--- src/rtl/fdiv_prog.sv ---
// fdiv_prog -- runtime-programmable clock divider / tick generator.
//
// Divides the system clock by a divisor N that can be changed while running.
// N is reset to DEFAULT_DIV. While counting, a new divisor is held in a
// pending register and takes effect at the next period boundary, so the
// period in progress always finishes with the old N. While idle (en=0) the
// new divisor takes effect at once.
//
// Ports:
//   clk      in   system clock, rising edge
//   nrst     in   synchronous active-high reset (1 = reset)
//   en       in   count enable
//   mode     in   0 = square wave on div_clk, 1 = one-cycle pulse on div_clk
//   div_val  in   new divisor, sampled only when load=1 (0 is stored as 1)
//   load     in   one-cycle divisor change request
//   pending  out  a loaded divisor is waiting for the next period boundary
//   div_clk  out  divided output (fabric signal, never a clock net)
//   tick     out  one-cycle pulse once per N enabled cycles
//   cnt      out  current counter value, 0..N-1
//
// All outputs are registered.

module fdiv_prog #(
   parameter int unsigned CNT_W       = 26,
   parameter int unsigned DEFAULT_DIV = 50000000
) (
   input  logic             clk,
   input  logic             nrst,
   input  logic             en,
   input  logic             mode,
   input  logic [CNT_W-1:0] div_val,
   input  logic             load,
   output logic             pending,
   output logic             div_clk,
   output logic             tick,
   output logic [CNT_W-1:0] cnt
);

   // A divisor of 0 is meaningless; store it as 1 so N-1 never underflows.
   function automatic logic [CNT_W-1:0] f_clamp(input logic [CNT_W-1:0] v);
      return (v == '0) ? CNT_W'(1) : v;
   endfunction

   logic [CNT_W-1:0] r_cnt;
   logic [CNT_W-1:0] r_div;        // active divisor N
   logic [CNT_W-1:0] r_pend_val;   // divisor waiting for the next wrap
   logic             r_pending;
   logic             r_div_clk;
   logic             r_tick;

   logic             w_wrap;
   logic [CNT_W-1:0] w_load_val;
   logic [CNT_W-1:0] w_cnt_nxt;
   logic [CNT_W-1:0] w_div_nxt;
   logic [CNT_W-1:0] w_pend_val_nxt;
   logic             w_pending_nxt;
   logic             w_div_clk_nxt;
   logic             w_tick_nxt;

   assign w_wrap     = en && (r_cnt == (r_div - CNT_W'(1)));
   assign w_load_val = f_clamp(div_val);

   always_comb begin
      w_cnt_nxt      = r_cnt;
      w_div_nxt      = r_div;
      w_pend_val_nxt = r_pend_val;
      w_pending_nxt  = r_pending;
      w_tick_nxt     = 1'b0;
      // Square mode holds between wraps; pulse mode drops back to 0.
      w_div_clk_nxt  = mode ? 1'b0 : r_div_clk;

      if (!en) begin
         // Idle reload applies immediately and restarts the count, which keeps
         // cnt <= N-1 even when the new divisor is smaller.
         if (load) begin
            w_div_nxt     = w_load_val;
            w_cnt_nxt     = '0;
            w_pending_nxt = 1'b0;
         end
      end else if (w_wrap) begin
         w_cnt_nxt     = '0;
         w_tick_nxt    = 1'b1;
         w_div_clk_nxt = mode ? 1'b1 : ~r_div_clk;
         // A load on the wrap edge wins over (and discards) an older pending value.
         if (load) begin
            w_div_nxt = w_load_val;
         end else if (r_pending) begin
            w_div_nxt = r_pend_val;
         end
         w_pending_nxt = 1'b0;
      end else begin
         w_cnt_nxt = r_cnt + CNT_W'(1);
         if (load) begin
            w_pend_val_nxt = w_load_val;
            w_pending_nxt  = 1'b1;
         end
      end
   end

   always_ff @(posedge clk) begin
      if (nrst) begin
         r_cnt      <= '0;
         r_div      <= CNT_W'(DEFAULT_DIV);
         r_pend_val <= '0;
         r_pending  <= 1'b0;
         r_div_clk  <= 1'b0;
         r_tick     <= 1'b0;
      end else begin
         r_cnt      <= w_cnt_nxt;
         r_div      <= w_div_nxt;
         r_pend_val <= w_pend_val_nxt;
         r_pending  <= w_pending_nxt;
         r_div_clk  <= w_div_clk_nxt;
         r_tick     <= w_tick_nxt;
      end
   end

   assign cnt     = r_cnt;
   assign pending = r_pending;
   assign div_clk = r_div_clk;
   assign tick    = r_tick;

endmodule

--- config.mk ---
export PLATFORM = sky130hd
export DESIGN_NAME = fdiv_prog
export DESIGN_NICKNAME = d
export VERILOG_FILES = /design/src/rtl/fdiv_prog.sv
export SDC_FILE = /design/constraint.sdc
export NUM_CORES = 1
export LEC_CHECK = 0
export CORE_AREA = 4 4 90 126
export CTS_BUF_LIST = sky130_fd_sc_hd__clkbuf_4
export CTS_CLUSTER_DIAMETER = 200
export DETAILED_ROUTE_END_ITERATION = 8
export DIE_AREA = 0 0 94 130
export PLACE_DENSITY = 0.75
export SLEW_MARGIN = 20
export SYNTH_ARGS = -nofsm -noshare
export SYNTH_HDL_FRONTEND = slang
export SYNTH_SLANG_ARGS = --single-unit
export TNS_END_PERCENT = 20
--- constraint.sdc ---
create_clock -name clk -period 5.69 [get_ports clk]
set_input_delay 0.8535 -clock clk [delete_from_list [all_inputs] [get_ports clk]]
set_output_delay 0.8535 -clock clk [all_outputs]
set_load 0.01 [all_outputs]
==> results of run 1 <==
[path summary, 6_finish.rpt]
path                                    start                           to  cells after the start
setup / recovery        r_div[0]$_SDFFE_PP0P_   r_pend_val[0]$_SDFFE_PP0P_                     11
hold / removal    r_pend_val[16]$_SDFFE_PP0P_  r_pend_val[16]$_SDFFE_PP0P_                      2
hold reg to reg   r_pend_val[16]$_SDFFE_PP0P_  r_pend_val[16]$_SDFFE_PP0P_                      2
setup reg to reg        r_div[0]$_SDFFE_PP0P_   r_pend_val[0]$_SDFFE_PP0P_                     11
[critical path, delay by kind of cell (launching register included)]
family	cells	cell delay, ns
muxes	3	0.60
adders and majority gates	1	0.32
buffers and inverters	2	0.42
and+or+nand+nor	4	1.95
DFF	1	0.41
AOI/OAI and AO/OA	1	0.54
[cells in the mapped netlist, drive strengths merged, types with 5 or more instances]
master,instances,area (µm²)
a21oi,11,55.1
buf,12,87.6
clkbuf,32,123
dfxtp,81,1620
inv,8,30.0
mux2,25,308
mux2i,54,541
nand2,19,71.3
nand2b,54,338
nand3,24,120
nand4,10,62.6
nor2,61,236
nor2b,13,81.3
nor3,42,210
nor4,14,87.6
or2,7,43.8
or3,5,31.3
or4,7,56.3
xnor2,25,219
xor2,26,228
[layout by cell type, fill, tap and decap left out, types with 18 or more instances in the layout]
| master | n |
|---|---|
| clkdlybuf4s50_1 | 58 |
| dfxtp_1 | 81 |
| mux2_2 | 18 |
| mux2i_1 | 54 |
| nand2_1 | 19 |
| nand2b_1 | 54 |
| nand3_1 | 24 |
| nor2_1 | 60 |
| nor3_1 | 42 |
| xnor2_1 | 25 |
| xor2_1 | 26 |
[cell families after synthesis]
logic type | share of synthesized area (%)
simple gates | 30.2
flops | 32.3
mux | 16.9
buf+inv | 4.79
xor+xnor | 8.90
compound gates | 6.41
fa+ha+maj | 0.499
[state kept, by name, indices dropped and copies added, names as in the netlist]
register and cells:
cnt 26, r_div 26, r_pend_val 26, div_clk 1, pending 1, tick 1
[where the power goes]
part | switching (µW) | internal [µW]
Combinational | 94.3 | 93.5
Sequential | 25.1 | 589
Clock | 210 | 143
[area by class of cell]
class | instances | area (µm²) | share of cell area [%]
inverters | 8 | 30.0 | 0.523
flip-flops and latches | 81 | 1620 | 28.2
diodes | 1 | 2.50 | 0.0436
clock inverters | 5 | 55.1 | 0.959
clock buffers | 11 | 82.6 | 1.44
repair buffers | 64 | 623 | 10.8
well taps | 138 | 173 | 3.01
multi-input cells | 453 | 3160 | 54.9
[metrics by stage]
stage               utilization, %  setup WS (ns)  area [µm²]
floorplan                        -           1.86        5020
global placement              54.7           1.46        5600
detailed placement            54.7           1.37        5600
CTS                           56.1           1.34        5740
global route                  56.1           1.16        5740
finish                        56.1           1.35        5740
[layer usage]
metal  wire [µm]  vias up  global-route usage [%]
met5           0        -                       0
met4         360        0                    7.57
met3         351       22                    2.94
met2        6100       79                    35.8
met1        5110     1989                    24.1
li1            -     2125                       -
==> results.json, run 1 <==
{
  "routed_wirelength_um": 11900,
  "crit_chain": "inv_1, ha_1, or4b_4, or4_4, nor2_4, mux2i_1, mux2i_1, or4_1, o211a_1, buf_4, mux2_2",
  "num_rows": 44,
  "r2r_slack_ns": 1.35,
  "path_max_fanout": 14,
  "post_cts_resize_count": 0,
  "core_um2": 10200,
  "yosys_warnings": 0,
  "worstSetupEndpointType": "flip-flop",
  "drive_gt1_share_pct": 9.49,
  "grt.total_usage_pct": 20.1,
  "ys_seq_elements": 81,
  "start_util_pct": 49.0,
  "drtIter0Drc": 238,
  "dieArea_um2": 12200,
  "syn-num-nets": 619,
  "crit_arrival_ns": 4.68,
  "power_uw": 1160,
  "gp_congestion": 0.916,
  "post-route-drc-count": 0,
  "worstMarginPinSlew_ns": 1.01,
  "ir_drop_mv": 0.0924,
  "post_drt_wl_per_cell_um": 15.7,
  "hold_ws_ns": 0.485,
  "io-pin-count": 60,
  "io_buffers": 59,
  "postRouteAntennaNets": 0,
  "critPathSlowestCell": "or4_1",
  "fin_nets": 650,
  "hpwl_um": 8960,
  "layout.cells.non_filler": 761,
  "drv_slew": 0,
  "fin_crit_ns": 4.34,
  "tritoncts": "yes",
  "fill_cells": 1001,
  "firstDrtPassIters": 5,
  "rsz0062_at_grt": "no",
  "clock-root-buffer": "clkbuf_4",
  "clock.fmax_mhz": 230,
  "cts.sinks": 81,
  "relSlewSlack_pct": 32.6,
  "synth_edf_count": 0,
  "grt_max_degree": 109,
  "ctsHoldBuffers": 0,
  "powerDensity_nw_per_um2": 201,
  "worstPathRequired_ns": 6.03,
  "die_h_um": 130,
  "period_share_pct": 76.3,
  "avgViaCountPerCell": 5.54,
  "h-tree-depth": 3,
  "critPathMostFrequentCell": "mux2i_1",
  "syn-cell-area_um2": 5020,
  "clkLatencyLatePin_ns": 0.44,
  "setup_viol_count_final": 0,
  "criticalPathCategory": "reg2reg",
  "fin_tns_setup_ns": 0,
  "syn2layout_area_growth_pct": 14.5,
  "placedCellCount": 744,
  "netlist_instances": 586,
  "synth_flop_cell": "dfxtp_1",
  "synth_seq_area_share_pct": 32.3,
  "cts_made_buffers": 9,
  "hold_violations": 0,
  "hp-class": "reg2reg",
  "synthArstFlopShare_pct": 0,
  "max_stage_delay_ns": 0.69,
  "fin_worst_skew_ns": 0.00923,
  "syn-mean-instance-area_um2": 8.56,
  "cts.path.max_buffers": 2,
  "grt_pass1_wl_um": 19400,
  "path_clk_slew_ns": 0.13,
  "vias": 4215,
  "maxCapViolations": 0,
  "grt_pass1_vias": 4015,
  "crit_path_start_kind": "flip-flop",
  "synthDistinctLibCells": 58,
  "postCtsSetupBuffers": 0,
  "grt_overflow": 0,
  "p_leak_uw": 0.00209,
  "status": "completed",
  "die_x_um": 94,
  "grt_antenna_before_repair": 0
}
No activity file was read; power rests on OpenSTA's default activity.
==> run 2: changes to the inputs <==
==> constraint.sdc (replaced) <==
create_clock -name clk -period 4.1 [get_ports clk]
set_input_delay 0.615 -clock clk [delete_from_list [all_inputs] [get_ports clk]]
set_output_delay 0.615 -clock clk [all_outputs]
set_load 0.01 [all_outputs]
==> results.json, run 2 (same netlist as run 1, synthesis figures left out) <==
{
  "crit_arrival_ns": 4.22,
  "num_rows": 44,
  "cts.sinks": 81,
  "io_buffers": 59,
  "worstSetupEndpointType": "flip-flop",
  "layout.cells.non_filler": 768,
  "fin_crit_ns": 3.88,
  "tritoncts": "yes",
  "p_leak_uw": 0.00213,
  "io-pin-count": 60,
  "relSlewSlack_pct": 36.0,
  "postRouteAntennaNets": 0,
  "grt_overflow": 0,
  "hold_violations": 0,
  "dpl_cell_area_um2": 5670,
  "fill_cells": 957,
  "postCtsSetupBuffers": 0,
  "path_max_fanout": 23,
  "final_cell_mix": "dfxtp_1 (81), nor2_1 (60), clkdlybuf4s50_1 (58)",
  "worstPathRequired_ns": 4.44,
  "syn2layout_area_growth_pct": 15.8,
  "vias": 4234,
  "post_drt_wl_per_cell_um": 15.7,
  "largestRegisters": "cnt x26, r_div x26, r_pend_val x26",
  "status": "completed",
  "fin_ws_ns": 0.221,
  "grt_pass1_vias": 4075,
  "post-route-drc-count": 0,
  "criticalPathCategory": "reg2reg",
  "setup_viol_count_final": 0,
  "firstDrtPassIters": 4,
  "placedCellCount": 751,
  "fin_worst_skew_ns": 0.0132,
  "ctsHoldBuffers": 0,
  "routed_wirelength_um": 12100,
  "hpwl_um": 8990,
  "gp_congestion": 0.853,
  "period_share_pct": 94.6,
  "start_util_pct": 49.0,
  "drv_slew": 0,
  "cts_made_buffers": 9,
  "powerDensity_nw_per_um2": 277,
  "dieArea_um2": 12200,
  "maxCapViolations": 0,
  "avgViaCountPerCell": 5.51,
  "fin_tns_setup_ns": 0,
  "crit_path_start_kind": "flip-flop",
  "clkLatencyLatePin_ns": 0.44,
  "rsz0062_at_grt": "no",
  "grt_max_degree": 108,
  "core_um2": 10200,
  "final_common_cell": "dfxtp_1",
  "grt.total_usage_pct": 20.1,
  "grt_antenna_before_repair": 1,
  "drive_gt1_share_pct": 10.7,
  "hold_ws_ns": 0.483,
  "finalInstanceArea_um2": 5810,
  "clock.fmax_mhz": 258,
  "path_clk_slew_ns": 0.13,
  "fin_nets": 657,
  "ir_drop_mv": 0.138,
  "h-tree-depth": 3,
  "drtIter0Drc": 232,
  "die_h_um": 130,
  "post_cts_resize_count": 0,
  "worstMarginPinSlew_ns": 0.960,
  "hp-class": "reg2reg",
  "dp_slack_ns": 0.266,
  "clock-root-buffer": "clkbuf_4",
  "die_x_um": 94,
  "cts.path.max_buffers": 2,
  "grt_pass1_wl_um": 19600
}
==> run 2: through the flow <==
stage / total power [µW] / util [%]
6_report: 1610 / 56.7
3_3_place_gp: 1130 / 55.4
3_5_place_dp: 1140 / 55.4
2_1_floorplan: 1050 / -
4_1_cts: 1620 / 56.7
5_1_grt: 1690 / 56.7
==> run 2: per-layer routing <==
layer	part of all wire (%)	GRT usage, %	up-vias
met5	0	0	-
met4	2.8	9.10	0
met3	2.6	2.60	20
met2	50	35.0	78
met1	44	24.7	1997
li1	-	-	2139
==> run 2: critical path, cell delays in order (launching register included) <==
cell and delay (ns):
dfxtp_1 0.37, inv_1 0.09, ha_1 0.17, or4b_4 0.51, or4_4 0.56, nor2_4 0.14, mux2i_1 0.19, mux2i_1 0.10
or4_1 0.71, o31a_1 0.34, buf_4 0.25, mux2_4 0.33
==> run 2: power breakdown <==
group	leakage, µW	internal [µW]	switching (µW)
clock network	0.0000768	199	290
logic	0.00139	136	137
registers	0.000660	817	31.0
==> run 2: area by class of cell <==
cell class	instances	area [µm²]	share of cell area (%)
multi-input cells	453	3160	54.3
repair buffers	71	688	11.8
flip-flops and latches	81	1620	27.9
clock buffers	11	82.6	1.42
well taps	138	173	2.97
clock inverters	5	56.3	0.969
inverters	8	30.0	0.517
diodes	1	2.50	0.0431
==> run 2: path summary, 6_finish.rpt <==
check,start,endpoint,slack (ns),depth (start not counted)
hold / removal,r_pend_val[1]$_SDFFE_PP0P_,r_pend_val[1]$_SDFFE_PP0P_,0.48,2
hold reg to reg,r_pend_val[1]$_SDFFE_PP0P_,r_pend_val[1]$_SDFFE_PP0P_,0.48,2
setup / recovery,r_div[1]$_SDFFE_PP0P_,r_div[18]$_SDFFE_PP0P_,0.22,11
setup reg to reg,r_div[1]$_SDFFE_PP0P_,r_div[18]$_SDFFE_PP0P_,0.22,11
==> run 3: changes to the inputs <==
--- a/config.mk
+++ b/config.mk
@@ -10,7 +10,7 @@
 export CTS_CLUSTER_DIAMETER = 200
 export DETAILED_ROUTE_END_ITERATION = 8
 export DIE_AREA = 0 0 94 130
-export PLACE_DENSITY = 0.75
+export PLACE_DENSITY = 0.71
 export SLEW_MARGIN = 20
 export SYNTH_ARGS = -nofsm -noshare
 export SYNTH_HDL_FRONTEND = slang
==> results.json, run 3 (same netlist as run 1, synthesis figures left out) <==
{
  "status": "completed",
  "start_util_pct": 49.0,
  "num_rows": 44,
  "critPathMostFrequentCell": "mux2i_1",
  "fin_tns_setup_ns": 0,
  "fin_worst_skew_ns": 0.0222,
  "h-tree-depth": 3,
  "io_buffers": 59,
  "layout.cells.non_filler": 771,
  "grt_pass1_wl_um": 20400,
  "p_sw_uw": 444,
  "grt_overflow": 0,
  "io-pin-count": 60,
  "cts_made_buffers": 9,
  "worstMarginPinSlew_ns": 1.03,
  "avgViaCountPerCell": 5.50,
  "power_frac_seq_pct": 55.6,
  "dieArea_um2": 12200,
  "drtIter0Drc": 224,
  "swShare_pct": 29.1,
  "drv_slew": 0,
  "drive_gt1_share_pct": 11.1,
  "cts.sinks": 81,
  "grt_antenna_before_repair": 1,
  "fill_cells": 969,
  "vias": 4243,
  "ctsHoldBuffers": 0,
  "crit_path_start_kind": "flip-flop",
  "fin_nets": 661,
  "setup_viol_count_final": 0,
  "post-route-drc-count": 0,
  "powerDensity_nw_per_um2": 262,
  "grt.total_usage_pct": 20.8,
  "post_drt_wl_per_cell_um": 15.7,
  "rr_worst_depth": 11,
  "path_max_fanout": 23,
  "worstSetupEndpointType": "flip-flop",
  "maxCapViolations": 0,
  "hold_violations": 0,
  "final_cell_mix": "dfxtp_1 (81), nor2_1 (60), clkdlybuf4s50_1 (58)",
  "hp-class": "reg2reg",
  "criticalPathCategory": "reg2reg",
  "rsz0062_at_grt": "no",
  "tritoncts": "yes",
  "min_path_cells": 2,
  "relSlewSlack_pct": 31.3,
  "crit_arrival_ns": 4.14,
  "clock-root-buffer": "clkbuf_4",
  "post_cts_resize_count": 0,
  "firstDrtPassIters": 4,
  "clkLatencyLatePin_ns": 0.44,
  "largestRegisters": "cnt x26, r_div x26, r_pend_val x26",
  "syn2layout_area_growth_pct": 16.0,
  "grt_pass1_vias": 4155,
  "p_leak_uw": 0.00214,
  "power_frac_comb_pct": 17.9,
  "postCtsSetupBuffers": 0,
  "pwr-share-clk_pct": 26.5,
  "crit_chain": "inv_1, ha_1, or4b_4, or4_4, nor2_4, mux2i_1, mux2i_1, or4_1, o31a_1, buf_12, mux2_4",
  "core_um2": 10200,
  "period_share_pct": 92.8,
  "clock.fmax_mhz": 263,
  "power_uw": 1530,
  "fin_crit_ns": 3.81,
  "path_clk_slew_ns": 0.13,
  "final_common_cell": "dfxtp_1",
  "routed_wirelength_um": 12100,
  "ir_drop_mv": 0.163,
  "cts.path.max_buffers": 2,
  "worstPathRequired_ns": 4.43,
  "hpwl_um": 9120,
  "postRouteAntennaNets": 0,
  "max_stage_delay_ns": 0.71,
  "die_x_um": 94,
  "gp_congestion": 0.888,
  "placedCellCount": 755,
  "internal-power_uw": 1080,
  "grt_max_degree": 95,
  "die_h_um": 130,
  "critPathSlowestCell": "or4_1"
}
[run 3: area by class of cell]
cell class	instances	area (µm²)	area share (%)
Antenna cell	1	2.50	0.0430
Clock buffer	10	75.1	1.29
Clock inverter	5	31.3	0.538
Tap cell	138	173	2.97
Inverter	8	30.0	0.516
Sequential cell	81	1620	27.9
Multi-Input combinational cell	453	3160	54.2
Timing Repair Buffer	75	731	12.6
[run 3: worst paths after layout]
kind	to	from	slack, ns
setup / recovery	r_div[24]$_SDFFE_PP0P_	r_div[1]$_SDFFE_PP0P_	0.29
hold / removal	r_pend_val[11]$_SDFFE_PP0P_	r_pend_val[11]$_SDFFE_PP0P_	0.48
setup reg to reg	r_div[24]$_SDFFE_PP0P_	r_div[1]$_SDFFE_PP0P_	0.29
hold reg to reg	r_pend_val[11]$_SDFFE_PP0P_	r_pend_val[11]$_SDFFE_PP0P_	0.48
[run 3: metrics by stage]
step | instance area, µm² | setup WS (ns) | hold WS [ns] | utilization, %
after global routing | 5820 | 0.107 | 0.483 | 56.8
final | 5820 | 0.294 | 0.479 | 56.8
after floorplan | 5020 | 0.267 | 0.446 | -
after global placement | 5710 | 0.373 | 0.455 | 55.8
after detailed placement | 5710 | 0.338 | 0.464 | 55.8
after CTS | 5820 | 0.303 | 0.444 | 56.8
[run 3: metal layers]
metal  track usage (%)  up-vias  share of wire (%)
li1                  -     2156                  -
met1              26.1     1996                 44
met2              36.7       78                 51
met3              3.52       13                3.5
met4              5.87        0                1.7
met5                 0        -                  0
[run 3: critical path, delay by kind of cell (launching register included)]
kind	cells	cell delay, ns
and+or+nand+nor	4	1.91
muxes	3	0.60
DFF	1	0.38
AOI/OAI and AO/OA	1	0.38
buffers and inverters	2	0.27
adders and majority gates	1	0.15
[run 3: power by group through the flow]
stage | Clock [µW] | Combinational (µW) | Sequential (µW)
final | 404 | 274 | 848
after global routing | 454 | 303 | 854
after floorplan | 0 | 194 | 854
after global placement | 0 | 270 | 863
after detailed placement | 0 | 275 | 865
after CTS | 423 | 276 | 848
